**config.mk**
```make
export PLATFORM = sky130hd
export DESIGN_NAME = traffic_light_sequencer
export DESIGN_NICKNAME = d
export VERILOG_FILES = /design/src/rtl/traffic_pkg.sv /design/src/rtl/tick_prescaler.sv /design/src/rtl/traffic_light_sequencer.sv
export SDC_FILE = /design/constraint.sdc
export NUM_CORES = 1
export LEC_CHECK = 0
export ABC_AREA = 1
export CAP_MARGIN = 10
export CORE_MARGIN = 1
export CORE_UTILIZATION = 42
export CTS_BUF_LIST = sky130_fd_sc_hd__clkbuf_4 sky130_fd_sc_hd__clkbuf_8
export CTS_CLUSTER_DIAMETER = 150
export CTS_CLUSTER_SIZE = 14
export DETAILED_ROUTE_END_ITERATION = 10
export GPL_TIMING_DRIVEN = 0
export PLACE_DENSITY = 0.7
export SETUP_SLACK_MARGIN = 0.1
export SLEW_MARGIN = 10
export SYNTH_ARGS = -nofsm -noshare
export SYNTH_HDL_FRONTEND = slang
export SYNTH_SLANG_ARGS = --single-unit
```
**constraint.sdc**
```tcl
create_clock -name clk -period 5.5 [get_ports clk]
set_input_delay 0.825 -clock clk [delete_from_list [all_inputs] [get_ports clk]]
set_output_delay 0.825 -clock clk [all_outputs]
set_load 0.02 [all_outputs]
```
**src/rtl/traffic_pkg.sv**
```systemverilog
// Shared definitions for the traffic light sequencer and the VGA renderer:
// phase encodings, lamp patterns and default phase durations.
package traffic_pkg;

  // Phase encoding as presented on the phase output.
  typedef enum logic [2:0] {
    NS_GREEN  = 3'd0,
    NS_YELLOW = 3'd1,
    ALL_RED_1 = 3'd2,
    EW_GREEN  = 3'd3,
    EW_YELLOW = 3'd4,
    ALL_RED_2 = 3'd5,
    PED_WALK  = 3'd6,
    FLASH     = 3'd7
  } state_t;

  // Lamp patterns, bit order {R,Y,G}.
  localparam logic [2:0] LAMP_RED = 3'b100;
  localparam logic [2:0] LAMP_YEL = 3'b010;
  localparam logic [2:0] LAMP_GRN = 3'b001;
  localparam logic [2:0] LAMP_OFF = 3'b000;

  // Default timing: 100 MHz clock, durations in one-second ticks (1..63).
  localparam int DEF_TICK_DIV = 100_000_000;
  localparam int DEF_GREEN_S  = 10;
  localparam int DEF_YELLOW_S = 3;
  localparam int DEF_ALLRED_S = 1;
  localparam int DEF_PED_S    = 8;

endpackage

```
**src/rtl/tick_prescaler.sv**
```systemverilog
// Free-running divider producing a one-cycle tick every TICK_DIV clocks.
// The sequencer clears it on every phase change so each phase starts on a
// fresh tick boundary.
module tick_prescaler
  import traffic_pkg::*;
#(
  parameter int TICK_DIV = DEF_TICK_DIV
) (
  input  logic clk,
  input  logic reset,
  input  logic clear,
  output logic tick
);

  localparam int              CNT_W = (TICK_DIV > 1) ? $clog2(TICK_DIV) : 1;
  localparam logic [CNT_W-1:0] LAST = CNT_W'(TICK_DIV - 1);

  logic [CNT_W-1:0] r_count;

  assign tick = (r_count == LAST);

  // Count 0..TICK_DIV-1, wrapping on the tick or restarting on clear.
  always_ff @(posedge clk or negedge reset) begin
    if (!reset) begin
      r_count <= '0;
    end else if (clear || tick) begin
      r_count <= '0;
    end else begin
      r_count <= r_count + CNT_W'(1);
    end
  end

endmodule

```
**src/rtl/traffic_light_sequencer.sv**
```systemverilog
// Two-way intersection controller with pedestrian phase and flashing-yellow
// mode. All outputs are registers loaded from the next-state values, so they
// change on the same edge as the phase and never follow inputs combinationally.
module traffic_light_sequencer
  import traffic_pkg::*;
#(
  parameter int TICK_DIV = DEF_TICK_DIV,
  parameter int GREEN_S  = DEF_GREEN_S,
  parameter int YELLOW_S = DEF_YELLOW_S,
  parameter int ALLRED_S = DEF_ALLRED_S,
  parameter int PED_S    = DEF_PED_S
) (
  input  logic       clk,
  input  logic       reset,
  input  logic       ped_req,
  input  logic       flash_en,
  output logic [2:0] ns_light,
  output logic [2:0] ew_light,
  output logic       ped_walk,
  output logic [2:0] phase,
  output logic [5:0] sec_left
);

  state_t     r_state, w_next_state;
  logic [5:0] r_sec_left, w_next_sec_left;
  logic [2:0] r_ns_light, w_next_ns_light;
  logic [2:0] r_ew_light, w_next_ew_light;
  logic       r_ped_walk, w_next_ped_walk;
  logic       r_ped_pending, w_next_ped_pending;
  logic       r_flash_off, w_next_flash_off;
  logic       w_tick;
  logic       w_change;
  logic       w_last_tick;

  // Length of a phase in ticks; FLASH has no countdown.
  function automatic logic [5:0] phase_len(input state_t s);
    case (s)
      NS_GREEN, EW_GREEN:   phase_len = 6'(GREEN_S);
      NS_YELLOW, EW_YELLOW: phase_len = 6'(YELLOW_S);
      PED_WALK:             phase_len = 6'(PED_S);
      FLASH:                phase_len = 6'd0;
      default:              phase_len = 6'(ALLRED_S);
    endcase
  endfunction

  tick_prescaler #(
    .TICK_DIV (TICK_DIV)
  ) u_prescaler (
    .clk   (clk),
    .reset (reset),
    .clear (w_change),
    .tick  (w_tick)
  );

  assign w_last_tick = w_tick && (r_sec_left == 6'd1);
  assign w_change    = (w_next_state != r_state);

  // Phase and registered outputs; reset parks the lights in a full all-red.
  always_ff @(posedge clk or negedge reset) begin
    if (!reset) begin
      r_state       <= ALL_RED_2;
      r_sec_left    <= 6'(ALLRED_S);
      r_ns_light    <= LAMP_RED;
      r_ew_light    <= LAMP_RED;
      r_ped_walk    <= 1'b0;
      r_ped_pending <= 1'b0;
      r_flash_off   <= 1'b0;
    end else begin
      // NOTE: non-blocking assignments so every register samples the
      // pre-edge values; blocking here would chain updates within one edge.
      r_state       <= w_next_state;
      r_sec_left    <= w_next_sec_left;
      r_ns_light    <= w_next_ns_light;
      r_ew_light    <= w_next_ew_light;
      r_ped_walk    <= w_next_ped_walk;
      r_ped_pending <= w_next_ped_pending;
      r_flash_off   <= w_next_flash_off;
    end
  end

  // Next phase: flash_en preempts everything, otherwise advance on the last tick.
  always_comb begin
    // NOTE: default assignment first so no path through the case leaves the
    // signal unassigned, which would otherwise infer a latch.
    w_next_state = r_state;
    if (flash_en) begin
      w_next_state = FLASH;
    end else begin
      case (r_state)
        NS_GREEN:  if (w_last_tick) w_next_state = NS_YELLOW;
        NS_YELLOW: if (w_last_tick) w_next_state = ALL_RED_1;
        ALL_RED_1: if (w_last_tick) w_next_state = EW_GREEN;
        EW_GREEN:  if (w_last_tick) w_next_state = EW_YELLOW;
        EW_YELLOW: if (w_last_tick) w_next_state = ALL_RED_2;
        ALL_RED_2: if (w_last_tick) w_next_state = r_ped_pending ? PED_WALK : NS_GREEN;
        PED_WALK:  if (w_last_tick) w_next_state = NS_GREEN;
        FLASH:     w_next_state = ALL_RED_2;
        default:   w_next_state = ALL_RED_2;
      endcase
    end
  end

  // Next values of the countdown, pending request, flash phase and lamps.
  always_comb begin
    w_next_ped_pending = r_ped_pending;
    w_next_sec_left    = r_sec_left;
    w_next_flash_off   = r_flash_off;
    w_next_ns_light    = LAMP_RED;
    w_next_ew_light    = LAMP_RED;
    w_next_ped_walk    = 1'b0;

    // Entry to the walk phase consumes the request, even if one arrives now.
    if (w_next_state == PED_WALK && r_state != PED_WALK) begin
      w_next_ped_pending = 1'b0;
    end else if (ped_req) begin
      w_next_ped_pending = 1'b1;
    end

    if (w_change) begin
      w_next_sec_left = phase_len(w_next_state);
    end else if (w_tick && r_state != FLASH) begin
      w_next_sec_left = r_sec_left - 6'd1;
    end

    // Flashing starts lit on entry and alternates on every tick.
    if (w_change) begin
      w_next_flash_off = 1'b0;
    end else if (w_tick && r_state == FLASH) begin
      w_next_flash_off = ~r_flash_off;
    end

    case (w_next_state)
      NS_GREEN:  w_next_ns_light = LAMP_GRN;
      NS_YELLOW: w_next_ns_light = LAMP_YEL;
      EW_GREEN:  w_next_ew_light = LAMP_GRN;
      EW_YELLOW: w_next_ew_light = LAMP_YEL;
      PED_WALK:  w_next_ped_walk = 1'b1;
      FLASH: begin
        w_next_ns_light = w_next_flash_off ? LAMP_OFF : LAMP_YEL;
        w_next_ew_light = w_next_flash_off ? LAMP_OFF : LAMP_YEL;
      end
      default: ;
    endcase
  end

  assign ns_light = r_ns_light;
  assign ew_light = r_ew_light;
  assign ped_walk = r_ped_walk;
  assign phase    = r_state;
  assign sec_left = r_sec_left;

endmodule

```
==> results.toml <==
[cells_and_area]
drive_gt1_share_pct = 17.4
n_antenna_cell = 0
fill_cells = 569
layout_commonest_cell = "nand2_1"
final_area_um2 = 3060
syn_to_final_growth_pct = 15.9
final_cell_mix = "66 x nand2_1, 44 x inv_1, 43 x nor2_1"
final_nets = 362

[cts]
cts_buffers = 5
holdBufCountCts = 0
clock-sinks = 45
clkSlewWorstSetupHoldPaths_ps = 90
cts_resized = 0
clk_path_buf_depth = 2
cts_tree = "yes"
h-tree-depth = 2
insertion_delay_ps = 300
cts-root-buf = "clkbuf_8"
post_cts_buffers = 0

[global_routing]
antenna_found_initial = 0
grt_max_degree = 27
grt_pass1_wl_mm = 8.68
grt_usage_pct = 16.7
grt_pass1_vias = 2030
grt_overflow_total = 0

[timing]
slew_violations = 0
setup_tns_ps = 0
setup_viol = 0
worst_slack_ps = 3090
fmax_mhz = 414
whs_ps = 467
worst_slew_pin_slew_ps = 536
rsz0062_at_grt = "no"
hold_viol = 0
skew_ps = 13.8
final.min_clock_period_ps = 2410
period_share_pct = 43.9
slew_headroom_pct = 64.0

[worst_setup_path]
rrSetupSlack_ps = 3110
critical_path_class = "input pin to flop"
cp.arrival_ps = 2630
r2r_start = "u_prescaler.r_count[0]$_DFF_PN0_"
slowest_delay_ps = 630
critPathBufInv = 4
reg2reg_to = "u_prescaler.r_count[16]$_DFF_PN0_"
cp.required_ps = 5720
end_kind = "flop"
crit_family = "buffers and inverters"
path_cells = "clkdlybuf4s50_1 -> inv_1 -> nand4_1 -> nand2_1 -> nand2_2 -> nand3_4 -> inv_4 -> nand2_4 -> buf_8 -> nor3_4"
r2r_cells = 16
crit_fanout = 10
start_kind = "input pin"
crit_slowest_cell = "clkdlybuf4s50_1"

[job]
drv_cap = 0

[placement]
placed_cell_area_um2 = 2940
portBuffers = 19
dp_slack_ps = 2790
gp_congestion = 0.856
dpl.hpwl_mm = 3.79

[hold_path]
min_path_type = "input pin to asynchronous set/reset pin"

[floorplanning]
die_x_um = 81.2
top_level_ports = 20
fp-row-count = 28
coreArea_um2 = 5990
fp.dieArea_um2 = 6600
die_h_um = 81.2
start_util_pct = 44.0

[synth]
netlist_instances = 328
synth_nets = 335
synthArstFlopShare_pct = 100
yosysWarningCount = 0
synth_edf_count = 0
synth.top_cell.area_share_pct = 38.0
netlist_top_cells_area = "dfrtp_1 38%, nand2_1 9.4%, inv_1 6.3%"
synth_area_um2 = 2640
synth-main-ff-cell = "dfrtp_1"
syn_area_per_cell_um2 = 8.04
yosysTopAreaCell = "dfrtp_1"
ys_seq_area_share_pct = 42.9
ys_ff_latch = 45
yosys.cell_types.count = 32

[pwr]
p_total_uw = 845
powerDensity_nw_per_um2 = 277
p_leak_uw = 0.00135
ir_drop_mv = 0.111

[detailed_routing]
drt-initial-drc-count = 103
drt-vias-per-instance = 4.77
post-route-drc-count = 0
vias = 2056
first_pass_iters = 4
wirelength_mm = 4.82
drtAntennaViolNets = 0
wl_per_cell_um = 11.2

[status]
status = "finished clean"
-- synth_stat cells (2+ instances only) --
library cell,n
inv_1,44
dfstp_2,5
xnor2_1,7
nor4_1,3
a21oi_1,4
nor2_4,3
nand4_1,11
nor3_1,13
xor2_1,12
nand3_4,2
nor2_1,43
dfrtp_1,40
nor2_2,19
nand2_2,10
nor3_4,4
o21ai_0,5
nand3_1,21
nand2_1,66
ha_1,3
-- worst reg2reg max path: stages (launching register included) --
cell	delay [ps]
dfrtp_1	390
ha_1	180
nand2_1	80
nor2_2	110
nand2_2	110
nor2_4	170
nand3_2	110
a22oi_2	140
nand2_2	100
nand2_2	130
nand2_2	60
nand2_2	100
nand3_4	140
inv_4	130
nand2_4	90
buf_8	180
nor3_4	100
-- layout make-up --
type / count / area (µm²) / share of cell area (%)
Buffer: 3 / 30.0 / 0.982
Clock buffer: 7 / 90.1 / 2.95
Clock inverter: 1 / 30.0 / 0.982
Inverter: 46 / 175 / 5.73
Multi-Input combinational cell: 234 / 1300 / 42.5
Sequential cell: 45 / 1130 / 37.0
Tap cell: 75 / 93.8 / 3.07
Timing Repair Buffer: 20 / 205 / 6.71
-- how the worst max path moves through the flow --
stage | start | to | slack [ps] | cells after the start
6_report | flash_en | u_prescaler.r_count[16]$_DFF_PN0_ | 3090 | 10
2_1_floorplan | sec_left[0]$_DFFE_PN1P_ | u_prescaler.r_count[17]$_DFF_PN0_ | 3330 | 14
3_5_place_dp | flash_en | u_prescaler.r_count[24]$_DFF_PN0_ | 2790 | 10
4_1_cts | u_prescaler.r_count[0]$_DFF_PN0_ | u_prescaler.r_count[16]$_DFF_PN0_ | 3080 | 16
3_3_place_gp | reset | ns_light[0]$_DFF_PN0_ | 2390 | 1
5_1_grt | u_prescaler.r_count[0]$_DFF_PN0_ | u_prescaler.r_count[16]$_DFF_PN0_ | 2840 | 16
-- logic make-up after synthesis --
family	share of synthesized area, %
AO/OA/AOI/OAI	2.75
adder cells (fa/ha/maj)	1.42
buffers and inverters	7.78
flip-flops	42.9
AND/OR/NAND/NOR	38.8
XOR/XNOR	6.31
-- layer usage --
layer	part of all wire, %	global-route usage [%]	routed length (µm)
met1	49	22.8	2370
met4	1.3	4.11	64
met3	2.0	3.03	95
met5	0	0	0
met2	48	27.1	2290
-- per-stage QoR --
step                util [%]  instances
finish                  51.0        431
global route            51.0        431
CTS                     51.0        431
detailed placement      49.0        423
global placement        48.8        422
floorplan                  -        328
-- state kept, by name (all words and copies together) (netlist names) --
register and cells:
r_flash_off 1, sec_left 6, r_ped_pending 1, u_prescaler.r_count 27, ns_light 3, phase 3
ped_walk 1, ew_light 3
-- where the power goes --
part | switching [µW] | internal [µW] | total (µW)
clock | 110 | 153 | 263
combinational | 134 | 78.4 | 212
sequential | 16.8 | 354 | 370
No activity file was read; power rests on OpenSTA's default activity.
